[src/rtl/sa_os_feeder.sv]
// Operand feeder for a 4x4 output-stationary systolic array: buffers one A/B tile,
// then streams it diagonally skewed while sequencing accumulator clear/enable.
module sa_os_feeder #(
    parameter int DATA_WIDTH = 16,
    parameter int DEPTH      = 16
) (
    input  logic                         clk,
    input  logic                         rstn,
    input  logic                         in_valid_i,
    output logic                         in_ready_o,
    input  logic [4*DATA_WIDTH-1:0]      in_a_i,
    input  logic [4*DATA_WIDTH-1:0]      in_b_i,
    input  logic                         in_last_i,
    output logic signed [DATA_WIDTH-1:0] data_0_o,
    output logic signed [DATA_WIDTH-1:0] data_1_o,
    output logic signed [DATA_WIDTH-1:0] data_2_o,
    output logic signed [DATA_WIDTH-1:0] data_3_o,
    output logic signed [DATA_WIDTH-1:0] weight_0_o,
    output logic signed [DATA_WIDTH-1:0] weight_1_o,
    output logic signed [DATA_WIDTH-1:0] weight_2_o,
    output logic signed [DATA_WIDTH-1:0] weight_3_o,
    output logic                         acc_en_o,
    output logic                         acc_clr_o,
    output logic                         busy_o,
    output logic                         done_o,
    output logic                         trunc_o
);
    localparam int PW = $clog2(DEPTH + 7);
    localparam int AW = (DEPTH > 1) ? $clog2(DEPTH) : 1;

    typedef enum logic [1:0] {S_LOAD, S_CLEAR, S_STREAM, S_DONE} state_e;

    state_e                          state_q;
    logic [PW-1:0]                   wr_ptr_q, k_q, t_q;
    logic [4*DATA_WIDTH-1:0]         a_buf [DEPTH];
    logic [4*DATA_WIDTH-1:0]         b_buf [DEPTH];
    logic [3:0][DATA_WIDTH-1:0]      data_q, weight_q, data_d, weight_d;
    logic                            acc_en_q, acc_clr_q, done_q;
    logic                            accept, at_end;
    logic [PW-1:0]                   step_d;
    logic [3:0][PW-1:0]              idx;
    logic [3:0]                      hit;

    assign accept     = in_valid_i && (state_q == S_LOAD);
    assign at_end     = (wr_ptr_q == PW'(DEPTH - 1));
    assign in_ready_o = rstn && (state_q == S_LOAD);
    assign trunc_o    = in_ready_o && in_valid_i && at_end && !in_last_i;
    assign busy_o     = (state_q != S_LOAD);
    assign acc_en_o   = acc_en_q;
    assign acc_clr_o  = acc_clr_q;
    assign done_o     = done_q;

    assign data_0_o   = data_q[0];
    assign data_1_o   = data_q[1];
    assign data_2_o   = data_q[2];
    assign data_3_o   = data_q[3];
    assign weight_0_o = weight_q[0];
    assign weight_1_o = weight_q[1];
    assign weight_2_o = weight_q[2];
    assign weight_3_o = weight_q[3];

    always_ff @(posedge clk) begin
        if (accept) begin
            a_buf[wr_ptr_q[AW-1:0]] <= in_a_i;
            b_buf[wr_ptr_q[AW-1:0]] <= in_b_i;
        end
    end

    // Lane values for the step about to be displayed: lane i lags the step counter by i.
    always_comb begin
        step_d   = (state_q == S_STREAM) ? t_q + PW'(1) : '0;
        idx      = '0;
        hit      = '0;
        data_d   = '0;
        weight_d = '0;
        for (int unsigned i = 0; i < 4; i++) begin
            idx[i] = step_d - PW'(i);
            hit[i] = (step_d >= PW'(i)) && (idx[i] < k_q);
            if (hit[i]) begin
                data_d[i]   = a_buf[idx[i][AW-1:0]][i*DATA_WIDTH +: DATA_WIDTH];
                weight_d[i] = b_buf[idx[i][AW-1:0]][i*DATA_WIDTH +: DATA_WIDTH];
            end
        end
    end

    always_ff @(posedge clk or negedge rstn) begin
        if (!rstn) begin
            state_q   <= S_LOAD;
            wr_ptr_q  <= '0;
            k_q       <= '0;
            t_q       <= '0;
            data_q    <= '0;
            weight_q  <= '0;
            acc_en_q  <= 1'b0;
            acc_clr_q <= 1'b0;
            done_q    <= 1'b0;
        end else begin
            acc_clr_q <= 1'b0;
            done_q    <= 1'b0;
            case (state_q)
                S_LOAD: begin
                    if (accept) begin
                        if (in_last_i || at_end) begin
                            k_q       <= wr_ptr_q + PW'(1);
                            wr_ptr_q  <= '0;
                            acc_clr_q <= 1'b1;
                            data_q    <= '0;
                            weight_q  <= '0;
                            state_q   <= S_CLEAR;
                        end else begin
                            wr_ptr_q <= wr_ptr_q + PW'(1);
                        end
                    end
                end
                S_CLEAR: begin
                    t_q      <= '0;
                    acc_en_q <= 1'b1;
                    data_q   <= data_d;
                    weight_q <= weight_d;
                    state_q  <= S_STREAM;
                end
                S_STREAM: begin
                    if (t_q == k_q + PW'(5)) begin
                        t_q      <= '0;
                        acc_en_q <= 1'b0;
                        done_q   <= 1'b1;
                        data_q   <= '0;
                        weight_q <= '0;
                        state_q  <= S_DONE;
                    end else begin
                        t_q      <= t_q + PW'(1);
                        data_q   <= data_d;
                        weight_q <= weight_d;
                    end
                end
                S_DONE:  state_q <= S_LOAD;
                default: state_q <= S_LOAD;
            endcase
        end
    end
endmodule

[config.mk]
export PLATFORM = sky130hd
export DESIGN_NAME = sa_os_feeder
export DESIGN_NICKNAME = d
export VERILOG_FILES = /design/src/rtl/sa_os_feeder.sv
export SDC_FILE = /design/constraint.sdc
export NUM_CORES = 2
export LEC_CHECK = 0
export BUFFER_PORTS_ARGS = -buffer_cell sky130_fd_sc_hd__buf_2
export CAP_MARGIN = 20
export CELL_PAD_IN_SITES_DETAIL_PLACEMENT = 2
export CELL_PAD_IN_SITES_GLOBAL_PLACEMENT = 2
export CORE_ASPECT_RATIO = 2
export CORE_MARGIN = 2
export CORE_UTILIZATION = 30
export CTS_CLUSTER_SIZE = 20
export DETAILED_ROUTE_END_ITERATION = 12
export GPL_ROUTABILITY_DRIVEN = 0
export PLACE_DENSITY_LB_ADDON = 0.05
export SETUP_SLACK_MARGIN = 0.2
export SLEW_MARGIN = 20
export SYNTH_ARGS = -nofsm -noshare
export SYNTH_HDL_FRONTEND = slang
export SYNTH_SLANG_ARGS = --single-unit
[constraint.sdc]
create_clock -name clk -period 13.7 [get_ports clk]
set_input_delay 0.685 -clock clk [delete_from_list [all_inputs] [get_ports clk]]
set_output_delay 0.685 -clock clk [all_outputs]
set_load 0.02 [all_outputs]
==> key figures <==
Status
  – Status: finished clean

Finish
  – Commonest non-fill, non-tap cell in the layout: edfxtp_1
  – Filler Cell Count: 27000
  – Nets@finish: 4546
  – Post-Layout Inst Area: 0.0972 sq mm
  – Share of post-route cells with drive strength above 1: 25.4%
  – Footprint of the multi-input gates: 0.0179 sq mm
  – Register area: 0.0652 sq mm
  – Most frequent cells in the layout: 2048 x edfxtp_1, 403 x mux4_2, 264 x buf_2, 224 x nand2_1, 219 x clkbuf_16
  – Area Growth Syn to Fin: 15.5%

Routing
  – Post-DRT Antenna Nets: 0
  – DR vias/cell: 5.04
  – First-pass DRT Iterations: 5
  – Initial DRC count: 2550
  – Post-Route WL: 258 mm
  – Drt drc: 0
  – DR vias: 41800
  – WL/cell: 31.1 um

Clock network
  – Clk buf depth: 4
  – H-tree levels: 4
  – Clk slew on worst S/H paths: 0.07 ns
  – Clock root cell: clkbuf_16
  – CTS tree: built
  – PostCTS Resize Cnt: 0
  – Clock Latency Late Sink: 0.91 ns
  – TritonCTS Buffers: 217
  – TritonCTS Sinks: 2196

GRT
  – Number of global-route vias before repair: 47400
  – Pin count of the biggest net entering global routing: 171
  – Grt total ovfl: 0
  – First-pass GRT wire length: 366 mm
  – Grt peak-use layer: met2
  – GRT Total Usage: 18.1%
  – Antenna violations before repair: 55
  – Met2 Usage GRT: 31.5%
  – GRT met3 Usage: 3.48%
  – Met1 Track Usage GR: 23.3%

Yosys
  – Avg Cell Area, Syn: 20.7 sq um
  – Area leader, netlist: edfxtp_1
  – #FFs+latches synth: 2196
  – Post-synthesis cell count: 4059
  – Synth warn: 0
  – Post-synth EDFFs: 2048
  – Sequential element share of the synthesized area: 77.5%
  – Post-synth ARST share: 6.74%
  – Top cells by area, synth: edfxtp_1 73%, mux4_2 11%, dfrtp_1 4.4%
  – Cell variety after synth: 56
  – Main synth FF type: edfxtp_1
  – Post-Syn Area: 0.0842 sq mm
  – Share of the synthesized area in the top cell type: 73.1%
  – Synth Net Count: 4226

Pwr
  – Combinational share of power: 25.5%
  – Clock power share: 33.0%
  – Power per cell area: 190 mW/mm^2
  – Maximum vdd drop: 165 uV
  – P_leak: 31.2 nW
  – Internal power: 13.1 mW
  – Switching Share: 29.5%
  – Seq pwr share: 41.5%
  – Sw power: 5.46 mW

STA
  – Setup Viol. Count Final: 0
  – Final worst path period share: 46.3%
  – Clk_skew: 0.0621 ns
  – Slew Viols, Final: 0
  – Setup TNS: 0 ns
  – Final critical-path required period: 6.34 ns
  – Slew HR: 28.2%
  – Worst Max-Slew Pin Slew: 1.07 ns
  – Fmax: 0.158 GHz
  – Hold Fails Final Rpt: 0
  – RSZ-0062 raised after global routing: false

Floorplan
  – # IOs: 266
  – Die width: 379 um
  – DIE AREA: 0.285 sq mm
  – Die height: 753 um
  – Core area: 0.280 sq mm
  – Site Rows: 275
  – Initial Util: 30.1%

Critical path
  – Worst stage delay on the critical path: 0.81 ns
  – FF-to-FF Start: state_q[0]$_DFFE_PN0P_
  – Top delay family on crit path: buffers and inverters
  – Worst path bufs/invs: 6
  – CP required: 14.44 ns
  – Crit path from: state_q[0]$_DFFE_PN0P_
  – CP Class: reg -> reg
  – Crit path capture type: register
  – Critical path's most frequent cell: buf_4
  – Slowest CP cell: buf_4
  – CP arrival: 7.08 ns
  – Crit path cell chain: inv_1 -> ha_2 -> buf_4 -> nand2b_4 -> inv_8 -> buf_4 -> buf_4 -> buf_4 -> mux4_2 -> mux4_2 -> a22o_1
  – Crit path launch type: register
  – Crit-path max FO: 68
  – Reg2Reg Depth: 11
  – Worst path depth: 11

Run
  – Max Cap Violations: 0

Hold path
  – Worst hold start: in_b_i[56]
  – Hold Crit Class: in -> reg
  – Hold depth: 1

Placement
  – Port Buf Inserts: 265
  – Post-DP HPWL: 131 mm
  – DP Area: 0.0901 sq mm
==> cells in the mapped netlist (41+ instances only) <==
master and count:
clkbuf_1 172, a22o_1 113, a32o_1 42, buf_2 45
a221oi_1 48, mux2i_1 131, nand2_1 225, a21oi_1 71
dfrtp_1 148, and2_1 72, mux4_2 403, edfxtp_1 2048
a211oi_1 89, o21ai_0 41
==> area by class of cell <==
| type | count | area share, % |
|---|---|---|
| antenna | 15 | 0.0386 |
| clock buffer | 310 | 6.30 |
| clock inverter | 86 | 1.02 |
| inverter | 25 | 0.117 |
| multi-input combinational | 1584 | 18.4 |
| sequential | 2196 | 67.1 |
| tap | 3739 | 4.81 |
| timing repair buffer | 355 | 2.23 |
==> path summary, 6_finish.rpt <==
| check | endpoint | slack [ns] |
|---|---|---|
| setup / recovery | weight_1_o[3]$_DFFE_PN0P_ | 7.36 |
| hold / removal | b_buf[15][56]$_DFFE_PP_ | 0.16 |
| setup reg to reg | weight_1_o[3]$_DFFE_PN0P_ | 7.36 |
| hold reg to reg | weight_0_o[10]$_DFFE_PN0P_ | 0.49 |
| max in group asynchronous | data_2_o[6]$_DFFE_PN0P_ | 11.20 |
| min in group asynchronous | weight_3_o[10]$_DFFE_PN0P_ | 0.24 |
==> state kept, by name (all words and copies together) (netlist names), 16 cells and up <==
name / count
data_3_o: 16
a_buf: 1024
weight_2_o: 16
weight_0_o: 16
weight_1_o: 16
b_buf: 1024
data_2_o: 16
weight_3_o: 16
data_1_o: 16
data_0_o: 16
==> kinds of logic (layout without fill, tap and decap cells) <==
family / count (synthesis) / count (layout) / synth area share (%)
muxes: 573 / 573 / 12.9
adders and majority gates: 35 / 35 / 0.520
other: 0 / 15 / 0
buffers and inverters: 279 / 776 / 1.45
AOI/OAI and AO/OA: 560 / 560 / 5.23
and+or+nand+nor: 396 / 396 / 2.23
DFF: 2196 / 2196 / 77.5
xor gates and xnor gates: 20 / 20 / 0.226
==> stage by stage <==
step                      utilization (%)  total power [mW]  setup slack (ns)  hold slack [ns]  std cells
final                                34.8              18.5              7.36            0.155       8310
after global routing                 34.7              19.4              6.79            0.119       8296
after CTS                            34.7              18.9              7.07           0.0784       8295
after detailed placement             32.2              12.7              7.05            0.479       7898
after global placement               32.2              12.7              7.09            0.466       7898
after floorplan                         -              11.1              8.93            0.389       4059
==> power by group through the flow <==
stage	clock [mW]	sequential, mW	combinational [mW]
finish	6.12	7.69	4.72
detailed placement	0	7.83	4.90
global placement	0	7.83	4.83
global route	6.53	7.71	5.16
CTS	6.33	7.69	4.91
floorplan	0	7.84	3.25
==> layer usage <==
layer,vias up,wire [um]
met5,-,272
met2,713,131000
met3,339,11700
met1,23200,110000
met4,46,4890
li1,17600,-
==> repair_timing <==
item                      CTS  global route
hold endpoints to repair   10             0
hold buffers                1             0
buffers inserted            0             0
Power figures use the tool's default switching activity.
